**src/rtl/fir_window_feeder.sv**
```systemverilog
// fir_window_feeder: drives the 11-PE systolic array in FIR mode.
// Holds the taps, builds the sliding sample window from the input stream,
// and collects each array result into a small FIFO that feeds the result stream.
// Output backpressure is handled with credits: a sample is accepted only while
// results in flight plus results already in the FIFO leave room in the FIFO.
// Optional build macro FIR_TLAST_CHECK_EN adds o_tlast_err, a sticky flag for
// an ss_tlast marker that does not line up with the run length.

module fir_win_slot #(
    parameter int DATA_WIDTH = 32
) (
    input  logic                  clk,
    input  logic                  rst,
    input  logic                  clr,
    input  logic                  shift,
    input  logic [DATA_WIDTH-1:0] d,
    output logic [DATA_WIDTH-1:0] q
);
    // One window slot: cleared at run start, loads its neighbour on each accepted sample
    always_ff @(posedge clk or posedge rst) begin
        if (rst)        q <= '0;
        else if (clr)   q <= '0;
        else if (shift) q <= d;
    end
endmodule

module fir_window_feeder #(
    parameter int DATA_WIDTH = 32,
    parameter int NUM_TAP    = 11,
    parameter int ARRAY_LAT  = 2,
    parameter int OBUF_DEPTH = 4
) (
    input  logic                          clk,
    input  logic                          rst,
    input  logic                          i_ap_start,
    input  logic [31:0]                   i_data_length,
    output logic                          o_ap_idle,
    output logic                          o_ap_done,
`ifdef FIR_TLAST_CHECK_EN
    output logic                          o_tlast_err,
`endif
    input  logic                          i_tap_wr_en,
    input  logic [3:0]                    i_tap_wr_addr,
    input  logic [DATA_WIDTH-1:0]         i_tap_wr_data,
    input  logic                          ss_tvalid,
    input  logic [DATA_WIDTH-1:0]         ss_tdata,
    input  logic                          ss_tlast,
    output logic                          ss_tready,
    output logic                          o_func_sel,
    output logic [NUM_TAP*DATA_WIDTH-1:0] o_fir_data,
    output logic [NUM_TAP*DATA_WIDTH-1:0] o_fir_tap,
    input  logic [DATA_WIDTH-1:0]         i_fir_result,
    output logic                          sm_tvalid,
    output logic [DATA_WIDTH-1:0]         sm_tdata,
    output logic                          sm_tlast,
    input  logic                          sm_tready
);
    localparam int PW = (OBUF_DEPTH > 1) ? $clog2(OBUF_DEPTH) : 1;
    localparam int CW = $clog2(OBUF_DEPTH + 1);

    typedef enum logic [1:0] {S_IDLE, S_RUN, S_DRAIN, S_DONE} state_t;

    state_t state, state_nxt;
    logic [31:0] length, in_cnt, out_cnt, inflight;
    logic [NUM_TAP-1:0][DATA_WIDTH-1:0] win, taps;
    // vld_pipe[0] marks a window registered this cycle; vld_pipe[ARRAY_LAT]
    // lines up with the matching result on i_fir_result.
    logic [ARRAY_LAT:0]    vld_pipe;
    logic [DATA_WIDTH-1:0] fifo_mem [OBUF_DEPTH];
    logic [PW-1:0]         rd_ptr, wr_ptr;
    logic [CW-1:0]         fifo_cnt;
    logic start, accept, push, pop, last_in, last_out;

    assign start    = (state == S_IDLE) && i_ap_start;
    assign accept   = ss_tvalid && ss_tready;
    assign push     = vld_pipe[ARRAY_LAT];
    assign pop      = sm_tvalid && sm_tready;
    assign last_in  = accept && (in_cnt + 32'd1 == length);
    assign last_out = pop && (out_cnt + 32'd1 == length);

    // Count results still travelling through the array
    always_comb begin
        inflight = '0;
        for (int i = 0; i <= ARRAY_LAT; i++) inflight = inflight + {31'd0, vld_pipe[i]};
    end

    // in_cnt != length only matters for a zero-length run: no sample is taken in its single RUN cycle
    assign ss_tready  = (state == S_RUN) && (in_cnt != length) &&
                        ((inflight + 32'(fifo_cnt)) < 32'(OBUF_DEPTH));
    assign o_ap_idle  = (state == S_IDLE);
    assign o_ap_done  = (state == S_DONE);
    assign o_func_sel = (state != S_IDLE);
    assign o_fir_data = win;
    assign o_fir_tap  = taps;
    assign sm_tvalid  = (fifo_cnt != '0);
    assign sm_tdata   = fifo_mem[rd_ptr];
    assign sm_tlast   = sm_tvalid && (out_cnt == length - 32'd1);

    // State register
    always_ff @(posedge clk or posedge rst) begin
        if (rst) state <= S_IDLE;
        else     state <= state_nxt;
    end

    // Next state: leave RUN on the last accepted sample, DRAIN on the last popped result
    always_comb begin
        state_nxt = state;
        case (state)
            S_IDLE:  if (i_ap_start) state_nxt = S_RUN;
            S_RUN:   if (in_cnt == length || last_in) state_nxt = S_DRAIN;
            S_DRAIN: if (out_cnt == length || last_out) state_nxt = S_DONE;
            S_DONE:  state_nxt = S_IDLE;
            default: state_nxt = S_IDLE;
        endcase
    end

    // Run length and sample/result counters
    always_ff @(posedge clk or posedge rst) begin
        if (rst) begin
            length  <= '0;
            in_cnt  <= '0;
            out_cnt <= '0;
        end else if (start) begin
            length  <= i_data_length;
            in_cnt  <= '0;
            out_cnt <= '0;
        end else begin
            if (accept) in_cnt  <= in_cnt + 32'd1;
            if (pop)    out_cnt <= out_cnt + 32'd1;
        end
    end

    // Tap registers, writable only while idle
    always_ff @(posedge clk or posedge rst) begin
        if (rst) taps <= '0;
        else if (state == S_IDLE && i_tap_wr_en && 32'(i_tap_wr_addr) < NUM_TAP)
            taps[i_tap_wr_addr] <= i_tap_wr_data;
    end

    // Sliding window: slot 0 takes the new sample, slot k takes slot k-1
    for (genvar k = 0; k < NUM_TAP; k++) begin : g_slot
        logic [DATA_WIDTH-1:0] slot_in;
        if (k == 0) begin : g_head
            assign slot_in = ss_tdata;
        end else begin : g_body
            assign slot_in = win[k-1];
        end
        fir_win_slot #(.DATA_WIDTH(DATA_WIDTH)) u_slot (
            .clk(clk), .rst(rst), .clr(start), .shift(accept), .d(slot_in), .q(win[k])
        );
    end

    // Valid shift pipe tracking windows presented to the array
    always_ff @(posedge clk or posedge rst) begin
        if (rst) vld_pipe <= '0;
        else     vld_pipe <= {vld_pipe[ARRAY_LAT-1:0], accept};
    end

    // Result FIFO; credits on the input side guarantee a push never finds it full
    always_ff @(posedge clk or posedge rst) begin
        if (rst) begin
            for (int i = 0; i < OBUF_DEPTH; i++) fifo_mem[i] <= '0;
            rd_ptr   <= '0;
            wr_ptr   <= '0;
            fifo_cnt <= '0;
        end else begin
            if (push) begin
                fifo_mem[wr_ptr] <= i_fir_result;
                wr_ptr <= (wr_ptr == PW'(OBUF_DEPTH-1)) ? '0 : wr_ptr + 1'b1;
            end
            if (pop) rd_ptr <= (rd_ptr == PW'(OBUF_DEPTH-1)) ? '0 : rd_ptr + 1'b1;
            case ({push, pop})
                2'b10:   fifo_cnt <= fifo_cnt + 1'b1;
                2'b01:   fifo_cnt <= fifo_cnt - 1'b1;
                default: fifo_cnt <= fifo_cnt;
            endcase
        end
    end

`ifdef FIR_TLAST_CHECK_EN
    // Sticky flag for a tlast marker that disagrees with the run length
    always_ff @(posedge clk or posedge rst) begin
        if (rst)        o_tlast_err <= 1'b0;
        else if (start) o_tlast_err <= 1'b0;
        else if (accept && (ss_tlast != (in_cnt == length - 32'd1))) o_tlast_err <= 1'b1;
    end
`else
    logic unused_tlast;
    assign unused_tlast = ss_tlast;
`endif

endmodule

```
**config.mk**
```make
export PLATFORM = sky130hd
export DESIGN_NAME = fir_window_feeder
export DESIGN_NICKNAME = d
export VERILOG_FILES = /design/src/rtl/fir_window_feeder.sv
export SDC_FILE = /design/constraint.sdc
export NUM_CORES = 2
export LEC_CHECK = 0
export CELL_PAD_IN_SITES_DETAIL_PLACEMENT = 0
export CELL_PAD_IN_SITES_GLOBAL_PLACEMENT = 2
export CORE_MARGIN = 2
export CORE_UTILIZATION = 37
export CTS_CLUSTER_DIAMETER = 30
export DETAILED_ROUTE_END_ITERATION = 16
export GPL_TIMING_DRIVEN = 1
export PLACE_DENSITY_LB_ADDON = 0.1
export SYNTH_ARGS = -nofsm -noshare
export SYNTH_HDL_FRONTEND = slang
export SYNTH_HIERARCHICAL = 1
export SYNTH_SLANG_ARGS = --single-unit
```
**constraint.sdc**
```tcl
create_clock -name clk -period 29.1 [get_ports clk]
set_input_delay 4.365 -clock clk [delete_from_list [all_inputs] [get_ports clk]]
set_output_delay 4.365 -clock clk [all_outputs]
set_load 0.05 [all_outputs]
```
; ---- After elaboration in Yosys (flattened, before gate mapping)
; Index checks and enable logic that the tools add are counted.
[word_totals]
ff_bits = 940
in_bits = 139
elab_cells = 132
out_inout_bits = 742
[classes]
n_bitwise = 2
n_mux = 42
magnitude_cmp = 7
addsub = 10
n_reduce_logical = 21
n_eq_ne = 16
[ops]
columns = cell, n
row1 = $mux 32, 30
row2 = $bwmux 352, 1
row3 = $eq 32x32->1, 5
row4 = $bwmux 128, 1
row5 = $demux 32 s4, 1
row6 = $add 32x1->32 const B, 2
row7 = $bmux 32 s2, 1
row8 = $demux 32 s2, 1
row9 = $ne 32x32->1, 1
row10 = $sub 32x1->32 const B, 1
row11 = $logic_and 1x1->1, 12
row12 = $eq 2x2->1 const B, 5
row13 = $mux 2, 5
row14 = $pmux 2 s4, 1
row15 = $reduce_bool 2->1, 4
row16 = $ge 3x3->1 const B, 2
row17 = $not 2->3, 2
row18 = $pmux 3 s2, 1
row19 = $lt 4x5->1 const B, 1
row20 = $add 2x1->2 const B, 2
row21 = $add 3x3->4, 1
row22 = $eq 2x1->1 const B, 2
row23 = $ge 4x1->1 const B, 1
row24 = $lt 4x3->1 const B, 1
row25 = other kinds (12), 14

; ---- Longest topological paths before layout
[logic_depth]
depth_word = 10
depth_mapped = 12
mapped_depth_nobuf = 10

; ---- Modules after synthesis
; The synthesis kept the hierarchy.
[by_module_without_submodules]
columns = mod, n_inst, seq_area_each_um2, cells_each, area_each_um2
row1 = fir_window_feeder, 1, 14714.1, 2152, 27470.1
row2 = fir_win_slot, 11, 800.8, 104, 1327.5

; ---- Worst setup path before layout
; OpenSTA, ideal clock, no wires.
[synth_path]
kind = register to output
startpoint = register length[4]
endpoint = output port sm_tlast
path_stages_with_launch = 11
path_buffers = 2
arrival_time_ns = 3.115
path_slack_ns = 21.620
t_required_ns = 24.735
path_cell_list = dfrtp_1 > buf_6 > or4_1 > buf_6 > nor4_1 > xnor2_1 > nand3_1 > or4_1 > nor4_1 > o2111a_1 > o2111a_1
[synth_via]
elab_chain_len = 3
[synth_rtl]
columns = item, line_no
row1 = from (decl), 64  ; logic [31:0] length, in_cnt, out_cnt, inflight;
row2 = from (signal assigned), 124  ; length <= i_data_length;
row3 = $sub 32x1->32, 97  ; assign sm_tlast = sm_tvalid && (out_cnt == length - 32'd1);
row4 = $eq 32x32->1, 97
row5 = $logic_and 1x1->1, 97
row6 = to (decl), 55  ; output logic sm_tlast,
; Every way passes these cells.

; ---- Worst setup path in the final report
[layout_path]
startpoint = register length[3]
endpoint = output port sm_tlast
; Same word-level chain as after synthesis.

==> impl_metrics.env <==
export IMPL_fin_area_um2=59700
export IMPL_powerDensity_nw_per_um2=127
export IMPL_total_power_uw=7570
export IMPL_slew_viol_final=0
export IMPL_antenna_found_initial=10
export IMPL_critical_path_buf_inv_count=1
export IMPL_ys_seq_elements=940
export IMPL_path_cells="or4_1 -> nor4_1 -> xnor2_1 -> nand3_1 -> or4_1 -> nor4_1 -> o2111a_1 -> o2111a_1 -> clkdlybuf4s50_1"
export IMPL_area_growth_synth_to_final_pct=41.9
export IMPL_maxCapViolations=0
export IMPL_ir_drop_v=0.0000975
export IMPL_cts_repair_resized=0
export IMPL_finalCriticalPeriod_ps=9380
export IMPL_port_buffers=879
export IMPL_placementRows=123
export IMPL_gr_total_overflow=0
export IMPL_endpoint_kind="output pin"
export IMPL_die_w_um=341
export IMPL_async_reset_ff_share_pct=100
export IMPL_tightestPinTransition_ps=1280
export IMPL_grt_pass1_vias=30900
export IMPL_post_drt_wl_per_cell_um=26.8
export IMPL_finalHoldViolations=0
export IMPL_grt_use_met3_pct=9.61
export IMPL_clock_path_buffers=3
export IMPL_clock_fmax_mhz=107
export IMPL_wl_um=158000
export IMPL_hpwl_um=114000
export IMPL_syn_avg_cell_area_um2=12.8
export IMPL_top_usage_layer="met2"
export IMPL_p_leak_uw=0.0260
export IMPL_antenna_left=0
export IMPL_initial_core_util_pct=37.3
export IMPL_synth_flop_cell="dfrtp_1"
export IMPL_cp_start_kind="flop"
export IMPL_gr_usage_met1_pct=33.2
export IMPL_cp_max_fo=12
export IMPL_synth_fp_nets=3451
export IMPL_critPathArrivalTime_ps=5010
export IMPL_syn_inst=3296
export IMPL_drtIter0Drc=1602
export IMPL_yosysUniqueCellTypes=83
export IMPL_die_area_um2=116000
export IMPL_clk_latency_ps=810
export IMPL_crit_slowest_cell="or4_1"
export IMPL_cts_made_buffers=233
export IMPL_drc_errors=0
export IMPL_dpl_cell_area_um2=51400
export IMPL_gr_usage_all_layers_pct=26.9
export IMPL_layout_drive_gt1_share_pct=23.1
export IMPL_vias_per_cell=5.11
export IMPL_io_pins=881
export IMPL_clkSlewWorstSetupHoldPaths_ps=40
export IMPL_grt_max_degree=167
export IMPL_grt_util_met2_pct=42.9
export IMPL_synth_edf_count=0
export IMPL_tns_ps=0
export IMPL_rsz0062_at_grt="no"
export IMPL_final_net_count=4357
export IMPL_clock_skew_ps=54.3
export IMPL_outcome="complete, no violations"
export IMPL_cts_sinks=940
export IMPL_grt_pass1_wl_um=230000
export IMPL_tritoncts="yes"
export IMPL_core_area_um2=113000
export IMPL_hold_path_class="flop to flop"
export IMPL_first_pass_iters=5
export IMPL_cpPeakStageDelay_ps=800
export IMPL_vias=30200
export IMPL_gp_congestion=0.861
export IMPL_hold_worst_slack_ps=407
export IMPL_htree_levels=4
export IMPL_chipHeight_um=341
export IMPL_slew_headroom_pct=13.5
export IMPL_cp_required_ps=24730
export IMPL_setup_viol=0
export IMPL_cts_hold_buf=0
export IMPL_yosysSeqAreaShare_pct=55.9
export IMPL_criticalPathCategory="flop to output pin"
export IMPL_crit_family="simple AND/OR/NAND/NOR gates"
export IMPL_cts_setup_buffers=0
export IMPL_cts_root_buffer="clkbuf_16"
export IMPL_post_route_period_util_pct=32.2
export IMPL_ys_warn_count=6
export IMPL_synth_area_um2=42100
-- logic make-up (layout without fill, tap and decap cells) --
family	after synthesis	in the layout	share of synthesized area [%]
buffers and inverters	294	1401	4.47
flip-flops	940	940	55.9
other	0	2	0
adder cells (fa/ha/maj)	17	17	0.535
AND/OR/NAND/NOR	835	835	9.44
multiplexers	898	898	23.8
XOR/XNOR	164	164	3.41
AO/OA/AOI/OAI	148	148	2.41
-- cells in the final DEF, fill, tap and decap left out, types with 57 or more instances in the layout --
cell             netlist  final
dfrtp_1              940    939
clkdlybuf4s50_1        0    879
mux2_2               506    506
nor2_1               458    453
mux2i_1              360    360
clkbuf_16              0    236
nand2_1               94     93
xnor2_1               87     87
xor2_1                77     77
clkbuf_8               9     57
-- Yosys cell counts, drive strengths merged (8+ instances only) --
cell / number / share of area (%)
buf: 97 / 2.5
xor2: 77 / 1.6
mux2i: 360 / 8.6
inv: 41 / 0.37
and3: 26 / 0.40
clkbuf: 156 / 1.6
nand2: 95 / 0.85
mux4: 32 / 1.7
ha: 14 / 0.42
nor3: 36 / 0.48
nand3: 42 / 0.50
and4: 10 / 0.22
nor3b: 8 / 0.14
a31oi: 10 / 0.15
or3: 22 / 0.34
a21oi: 28 / 0.33
mux2: 506 / 14
nor2: 458 / 4.1
and2: 11 / 0.16
nor4: 24 / 0.55
dfrtp: 940 / 56
nand2b: 17 / 0.25
o21ai: 34 / 0.40
nand4: 52 / 0.82
xnor2: 87 / 1.8
nor2b: 9 / 0.13
-- through the flow --
| step | cells | utilization [%] | setup slack [ps] |
|---|---|---|---|
| floorplan | 3296 | - | 8280 |
| CTS | 5903 | 53.0 | 19640 |
| detailed placement | 5467 | 45.7 | 20430 |
| finish | 5905 | 53.0 | 19720 |
| global route | 5904 | 53.0 | 19400 |
| global placement | 5467 | 45.7 | 20410 |
-- cell type report --
class	count	area [µm²]
Clock inverter	99	1390
Inverter	41	161
Sequential cell	940	23500
Antenna cell	2	5.00
Tap cell	1500	1880
Timing Repair Buffer	924	9150
Clock buffer	337	6860
Fill cell	9816	53000
Multi-Input combinational cell	2062	16700
-- state kept, by name, indices dropped and copies added (netlist names) --
name and cells:
g_slot.u_slot/q 352, vld_pipe 3, rd_ptr 2, out_cnt 32, fifo_cnt 3, o_fir_tap 352
state 2, in_cnt 32, wr_ptr 2, fifo_mem 128, length 32
-- report_power, final --
part	total (µW)	internal, µW	switching (µW)
sequential	1990	1700	292
clock	2650	1850	802
combinational	2920	1020	1910
total	7570	4560	3000
-- path summary, 6_finish.rpt --
kind,slack [ps],cells past startpoint,endpoint,start
max in group asynchronous,21530,5,o_fir_tap[73],rst
setup / recovery,19720,9,sm_tlast,length[3]
min in group asynchronous,4310,2,g_slot[2].u_slot/q[15],rst
hold reg to reg,410,0,vld_pipe[1],vld_pipe[0]
setup reg to reg,24180,9,g_slot[4].u_slot/q[23],vld_pipe[0]
hold / removal,410,0,vld_pipe[1],vld_pipe[0]
-- routing by layer --
layer,share of wire [%],wire (µm),vias up
met4,3.9,6250,4
li1,-,-,13400
met5,0.017,27,-
met3,8.3,13100,238
met1,40,63700,15500
met2,47,75100,1008
-- worst register-to-register path, cell delays in order (launching register included) --
cell      delay (ps)
dfrtp_1          390
fa_1             430
ha_1             280
a311oi_1         470
and3_1           270
and2_4           770
buf_4            910
buf_4            820
mux2i_1          380
nor2_1            60
Power figures use the tool's default switching activity.
